### config.mk
export PLATFORM = sky130hd
export DESIGN_NAME = booth_aq_register_flat
export DESIGN_NICKNAME = d
export VERILOG_FILES = /design/src/rtl/booth_aq_register_if.sv /design/src/rtl/booth_aq_register.sv /design/src/flat_wrapper.sv
export SDC_FILE = /design/constraint.sdc
export NUM_CORES = 1
export LEC_CHECK = 0
export BUFFER_PORTS_ARGS = -buffer_cell sky130_fd_sc_hd__buf_2
export CAP_MARGIN = 5
export CELL_PAD_IN_SITES_DETAIL_PLACEMENT = 1
export CELL_PAD_IN_SITES_GLOBAL_PLACEMENT = 2
export CORE_MARGIN = 1
export CORE_UTILIZATION = 31
export CTS_CLUSTER_SIZE = 8
export DETAILED_ROUTE_END_ITERATION = 10
export PLACE_DENSITY = 0.85
export SLEW_MARGIN = 15
export SYNTH_ARGS = -nofsm -noshare
export SYNTH_HDL_FRONTEND = slang
export SYNTH_SLANG_ARGS = --single-unit
### constraint.sdc
create_clock -name clk -period 8.35 [get_ports clk]
set_clock_uncertainty 0.05 [all_clocks]
set_input_delay 1.2525 -clock clk [delete_from_list [all_inputs] [get_ports clk]]
set_output_delay 1.2525 -clock clk [all_outputs]
set_load 0.05 [all_outputs]
### src/rtl/booth_aq_register_if.sv
// rtl/booth_aq_register_if.sv - controller/datapath bundle for the Booth A/Q/Q-1 register
// The controller holds the master side; the register datapath holds the slave side.
interface booth_aq_register_if #(
  parameter int DATA_WIDTH = 16
);
  localparam int CW = $clog2(DATA_WIDTH + 1);

  logic                      load;
  logic                      step;
  logic [1:0]                op;
  logic [DATA_WIDTH-1:0]     mcand_in;
  logic [DATA_WIDTH-1:0]     mplier_in;
  logic [DATA_WIDTH-1:0]     a_out;
  logic [DATA_WIDTH-1:0]     q_out;
  logic                      q_m1;
  logic [1:0]                booth_pair;
  logic [2*DATA_WIDTH-1:0]   product;
  logic [CW-1:0]             count;
  logic                      busy;
  logic                      done;

  modport master (
    output load, step, op, mcand_in, mplier_in,
    input  a_out, q_out, q_m1, booth_pair, product, count, busy, done
  );

  modport slave (
    input  load, step, op, mcand_in, mplier_in,
    output a_out, q_out, q_m1, booth_pair, product, count, busy, done
  );
endinterface

### src/rtl/booth_aq_register.sv
// rtl/booth_aq_register.sv - combined A/Q/Q-1/M register with step counter for a sequential Booth multiplier
// One step adds/subtracts M into A, then arithmetic-shifts {A,Q,Q-1} right by one bit.
module booth_aq_register #(
  parameter int DATA_WIDTH = 16
) (
  input  logic                 clk,
  input  logic                 clear,
  booth_aq_register_if.slave   bus
);
  localparam int W  = DATA_WIDTH;
  localparam int CW = $clog2(W + 1);

  logic [W-1:0]  a_q, a_d;
  logic [W-1:0]  q_q, q_d;
  logic [W-1:0]  m_q, m_d;
  logic          qm1_q, qm1_d;
  logic [CW-1:0] count_q, count_d;
  logic          busy_q, busy_d;
  logic          done_q, done_d;

  // One extra sign bit keeps A-M exact even for M = -2^(W-1).
  logic [W:0]    a_ext;
  logic [W:0]    m_ext;
  logic [W:0]    sum;

  always_comb begin
    a_ext = {a_q[W-1], a_q};
    m_ext = {m_q[W-1], m_q};
    case (bus.op)
      2'b01:   sum = a_ext + m_ext;
      2'b10:   sum = a_ext - m_ext;
      default: sum = a_ext;
    endcase
  end

  always_comb begin
    a_d     = a_q;
    q_d     = q_q;
    m_d     = m_q;
    qm1_d   = qm1_q;
    count_d = count_q;
    busy_d  = busy_q;
    done_d  = done_q;

    if (bus.load) begin
      m_d     = bus.mcand_in;
      q_d     = bus.mplier_in;
      a_d     = '0;
      qm1_d   = 1'b0;
      count_d = CW'(W);
      busy_d  = 1'b1;
      done_d  = 1'b0;
    end else if (bus.step && busy_q) begin
      a_d     = sum[W:1];
      q_d     = {sum[0], q_q[W-1:1]};
      qm1_d   = q_q[0];
      count_d = count_q - CW'(1);
      if (count_q == CW'(1)) begin
        busy_d = 1'b0;
        done_d = 1'b1;
      end
    end
  end

  always_ff @(posedge clk) begin
    if (clear) begin
      a_q     <= '0;
      q_q     <= '0;
      m_q     <= '0;
      qm1_q   <= 1'b0;
      count_q <= '0;
      busy_q  <= 1'b0;
      done_q  <= 1'b0;
    end else begin
      a_q     <= a_d;
      q_q     <= q_d;
      m_q     <= m_d;
      qm1_q   <= qm1_d;
      count_q <= count_d;
      busy_q  <= busy_d;
      done_q  <= done_d;
    end
  end

  assign bus.a_out      = a_q;
  assign bus.q_out      = q_q;
  assign bus.q_m1       = qm1_q;
  assign bus.booth_pair = {q_q[0], qm1_q};
  assign bus.product    = {a_q, q_q};
  assign bus.count      = count_q;
  assign bus.busy       = busy_q;
  assign bus.done       = done_q;
endmodule

### src/flat_wrapper.sv
// flat-port wrapper written by rule: the top's interface ports become plain ports
module booth_aq_register_flat 
#(
  parameter int DATA_WIDTH = 16
)
  (clk, clear, bus_load, bus_step, bus_op, bus_mcand_in, bus_mplier_in, bus_a_out, bus_q_out, bus_q_m1, bus_booth_pair, bus_product, bus_count, bus_busy, bus_done);
  booth_aq_register_if #(.DATA_WIDTH(DATA_WIDTH)) bus_i ();
  input  logic clk;
  input  logic clear;
  input wire logic [$bits(bus_i.load)-1:0] bus_load;
  input wire logic [$bits(bus_i.step)-1:0] bus_step;
  input wire logic [$bits(bus_i.op)-1:0] bus_op;
  input wire logic [$bits(bus_i.mcand_in)-1:0] bus_mcand_in;
  input wire logic [$bits(bus_i.mplier_in)-1:0] bus_mplier_in;
  output wire logic [$bits(bus_i.a_out)-1:0] bus_a_out;
  output wire logic [$bits(bus_i.q_out)-1:0] bus_q_out;
  output wire logic [$bits(bus_i.q_m1)-1:0] bus_q_m1;
  output wire logic [$bits(bus_i.booth_pair)-1:0] bus_booth_pair;
  output wire logic [$bits(bus_i.product)-1:0] bus_product;
  output wire logic [$bits(bus_i.count)-1:0] bus_count;
  output wire logic [$bits(bus_i.busy)-1:0] bus_busy;
  output wire logic [$bits(bus_i.done)-1:0] bus_done;
  assign bus_i.load = bus_load;
  assign bus_i.step = bus_step;
  assign bus_i.op = bus_op;
  assign bus_i.mcand_in = bus_mcand_in;
  assign bus_i.mplier_in = bus_mplier_in;
  assign bus_a_out = bus_i.a_out;
  assign bus_q_out = bus_i.q_out;
  assign bus_q_m1 = bus_i.q_m1;
  assign bus_booth_pair = bus_i.booth_pair;
  assign bus_product = bus_i.product;
  assign bus_count = bus_i.count;
  assign bus_busy = bus_i.busy;
  assign bus_done = bus_i.done;
  booth_aq_register #(.DATA_WIDTH(DATA_WIDTH)) u_core (.clk(clk), .clear(clear), .bus(bus_i));
endmodule
Word level (Yosys, flattened, before mapping)
Index checks and enable logic that the tools add are counted.

Flip-flop bits (word level): 56. Bits of input ports: 38. Output and inout bits: 74.

Add/subtract/negate cells: 3. Eq/ne operators: 3. Multiplexer cells: 8. Reductions and logical operators: 8.

Operator list (number): one-hot mux 17 bit (2 select lines) (1); two-way mux 16 bit (2); adder 16 x 16 -> 17 bit (1); subtractor 16 x 16 -> 17 bit (1); two-way mux 5 bit (2); AND reduction 2 bit (3); nonzero test 2 bit (3); equality test 5 x 1 -> 1 bit, second input constant (1); subtractor 5 x 1 -> 5 bit, second input constant (1); two-way mux 1 bit (3); equality test 2 x 1 -> 1 bit, second input constant (1); equality test 2 bit, second input constant (1); OR reduction 2 bit (1); logical AND 1 bit (1).

Logic depth before layout (Yosys ltp)
Word-level depth: 4. Gate-level depth with buffers: 13. Mapped depth without buffers: 13.

Worst setup path before layout
OpenSTA, ideal clock, no wires.

Kind: input to register. Start: input bus_op[0]. End: register u_core.a_q[15], in the netlist u_core.bus.a_out[15]. Library setup time: 80 ps. Data arrival time: 3740 ps. Path slack: 4480 ps. Stages: 11. Path buffers: 1. Cell sequence: inv_1 > ha_1 > clkbuf_1 > mux2i_1 > fa_1 > a21o_1 > a221o_1 > o21ai_1 > a211oi_1 > o41a_1 > o2111ai_2.

Word-level cells in the longest chain between the ends: 3. Elaborated cells on any way between the ends: 5.

Ends and longest elaborated chain: from (decl) (line flat_wrapper.sv:12) `input wire logic [$bits(bus_i.op)-1:0] bus_op;`; equality test 2 x 1 -> 1 bit or equality test 2 bit (tied branches) (line booth_aq_register.sv:29) `case (bus.op)`; nonzero test 2 bit (no line); AND reduction 2 bit (no line); to (signal assigned) (line booth_aq_register.sv:67) `a_q <= '0;`; to (signal assigned) (line booth_aq_register.sv:75) `a_q <= a_d;`; to (decl) (line booth_aq_register.sv:13) `logic [W-1:0] a_q, a_d;`.

Several ways; a longest one is shown, not always the timed one. A chain may end at the register's enable or synchronous reset.

Worst setup path in the final report
Same ends and word-level chain as after synthesis.

==> results.ini <==
[run_status]
status = finished clean

[timing]
setup_tns_ns = 0
setup_ws_ns = 4.38
max_slew_margin_pct = 38.2
final-setup-viol-count = 0
hold_violations = 0
fmax_mhz = 252
fin_crit_ns = 3.97
worst_slew_pin_slew_ns = 0.923
finalCritPeriodShare_pct = 47.6
report.final.slew_viol_count = 0
rsz0062_at_grt = no

[cells_and_area]
drive_above_1_share_pct = 23.3
diodes = 0
instances_no_fill = 709
mostFrequentLayoutCell = buf_2
area_growth_pct = 15.9
nets = 620
mostFrequentLayoutCells = 111 x buf_2, 69 x nor2_1, 64 x a21oi_1

[global_routing]
antenna_found_initial = 0
grt_max_degree = 52
globalRouteOverflowTotal = 0
grt_pass1_vias = 3599
track_usage_pct = 17.6
grt_pass1_wl_um = 18100

[power_and_ir_drop]
pwr_density_cell_nw_per_um2 = 185
fin_total_pwr_mw = 0.822
peakVddDrop_uv = 89.9
p_leak_nw = 2.02

[synthesis]
synth_top_area_share_pct = 29.3
syn_inst = 499
ys.flop_type = dfxtp_1
yosysSeqAreaShare_pct = 29.3
ys_ff_latch = 56
yosysTopAreaCell = dfxtp_1
async_flop_share_pct = 0
yosys-top-cells-area = dfxtp_1 29%, a21oi_1 8.4%, nor2_1 6.8%, buf_4 6.7%, ha_1 6.5%
synth_cell_types = 52
yosys_warnings = 0
synth-edff-count = 0
syn_area_per_cell_um2 = 7.67
syn_nets = 558
netlist_area_um2 = 3820

[route]
dr.pass1.iters = 4
wl_um = 11200
drt_iter0_drc = 111
vias = 3635
wl_per_cell_um = 15.7
drc = 0
via_per_inst = 5.13
ant_nets = 0

[worst_hold_path]
hold_class = flip-flop to flip-flop
holdPathStages = 2

[clock_network]
cts_setup_buffers = 0
insertion_delay_ns = 0.30
ctsHoldBuffers = 0
clkSinkCount = 56
cts_made_buffers = 5
htreeDepth = 2
cts_tree = built
clkTransAtPathRegs_ns = 0.08
root_buffer = clkbuf_16
ctsResizeCount = 0
max-clock-path-buffers = 2

[placed_design]
numPortBuffers = 111
gp_congestion = 0.819
place_ws_ns = 4.04
place_inst = 701
place_hpwl_um = 8390

[die]
ios = 112
core_area_um2 = 12000
dieArea_um2 = 12800
rows = 40
die_width_um = 113
initial_core_util_pct = 31.8
die_h_um = 113

[setup_path]
critPathRequiredTime_ns = 8.52
crit_arrival_ns = 4.14
ff2ff_path_depth = 12
endpoint_kind = flip-flop
setup.worst_path.start_class = primary input
path_max_fanout = 15
path_class = primary input to flip-flop

[run]
max-cap-violations = 0

==> cells by family after synthesis <==
logic type                 share of synthesized area [%]
AOI/OAI and AO/OA                                   20.3
xor gates and xnor gates                            5.95
DFF                                                 29.3
muxes                                               6.35
buffers and inverters                               10.8
adders and majority gates                           7.07
and+or+nand+nor                                     20.2
==> registers in the layout (all words and copies together), names as in the netlist <==
name,cells
u_core.bus.count,5
u_core.bus.q_out,16
u_core.m_q,16
u_core.bus.q_m1,1
u_core.bus.busy,1
u_core.bus.a_out,16
u_core.bus.done,1
==> path summary, 6_finish.rpt <==
kind                                      start              endpoint  slack (ns)
worst max-delay path                  bus_op[0]  u_core.bus.a_out[15]        4.38
worst min-delay path            u_core.bus.done       u_core.bus.done        0.40
worst max register to register    u_core.m_q[2]  u_core.bus.a_out[15]        4.68
worst min register to register  u_core.bus.done       u_core.bus.done        0.40
==> routing by layer <==
metal | up-vias | part of all wire, % | GRT usage, %
li1 | 1817 | - | -
met1 | 1752 | 47 | 22.2
met3 | 4 | 3.6 | 3.32
met4 | 0 | 0.69 | 3.77
met5 | - | 0 | 0
met2 | 62 | 49 | 31.2
==> power breakdown <==
part	internal, mW	switching, mW
Combinational	0.0832	0.165
Clock	0.173	0.105
Sequential	0.279	0.0159
==> per-stage QoR <==
step / utilization (%) / hold WS, ns / instance area [um2]
floorplan: - / 0.446 / 3820
global placement: 35.3 / 0.387 / 4240
detailed placement: 35.3 / 0.389 / 4240
CTS: 36.9 / 0.401 / 4430
global route: 36.9 / 0.419 / 4430
finish: 36.9 / 0.402 / 4430
==> Yosys cell counts (5+ instances only) <==
| library cell | n |
|---|---|
| nor3_1 | 8 |
| o21ai_0 | 14 |
| ha_1 | 20 |
| inv_1 | 15 |
| xnor2_1 | 20 |
| xor2_1 | 6 |
| dfxtp_1 | 56 |
| nand2_1 | 62 |
| mux2i_1 | 22 |
| clkbuf_1 | 21 |
| buf_4 | 34 |
| nor2_1 | 69 |
| a21oi_1 | 64 |
| o211ai_1 | 5 |
| a31oi_1 | 5 |
| a211oi_1 | 5 |
| nand3_1 | 6 |
==> area by class of cell <==
class	count	area (um2)
Fill cell	1492	7580
Multi-Input combinational cell	368	2290
Sequential cell	56	1120
Timing Repair Buffer	115	586
Tap cell	147	184
Clock buffer	5	125
Clock inverter	3	68.8
Inverter	15	56.3
==> worst max-delay path: stages <==
cell and delay (ns):
buf_2 0.09, inv_1 0.04, ha_1 0.51, mux2i_1 0.25, fa_1 0.49, a21o_1 0.20
a221o_1 0.38, o21ai_1 0.25, a211oi_1 0.17, o41a_1 0.41, o2111ai_2 0.09
No activity file was read; power rests on OpenSTA's default activity.
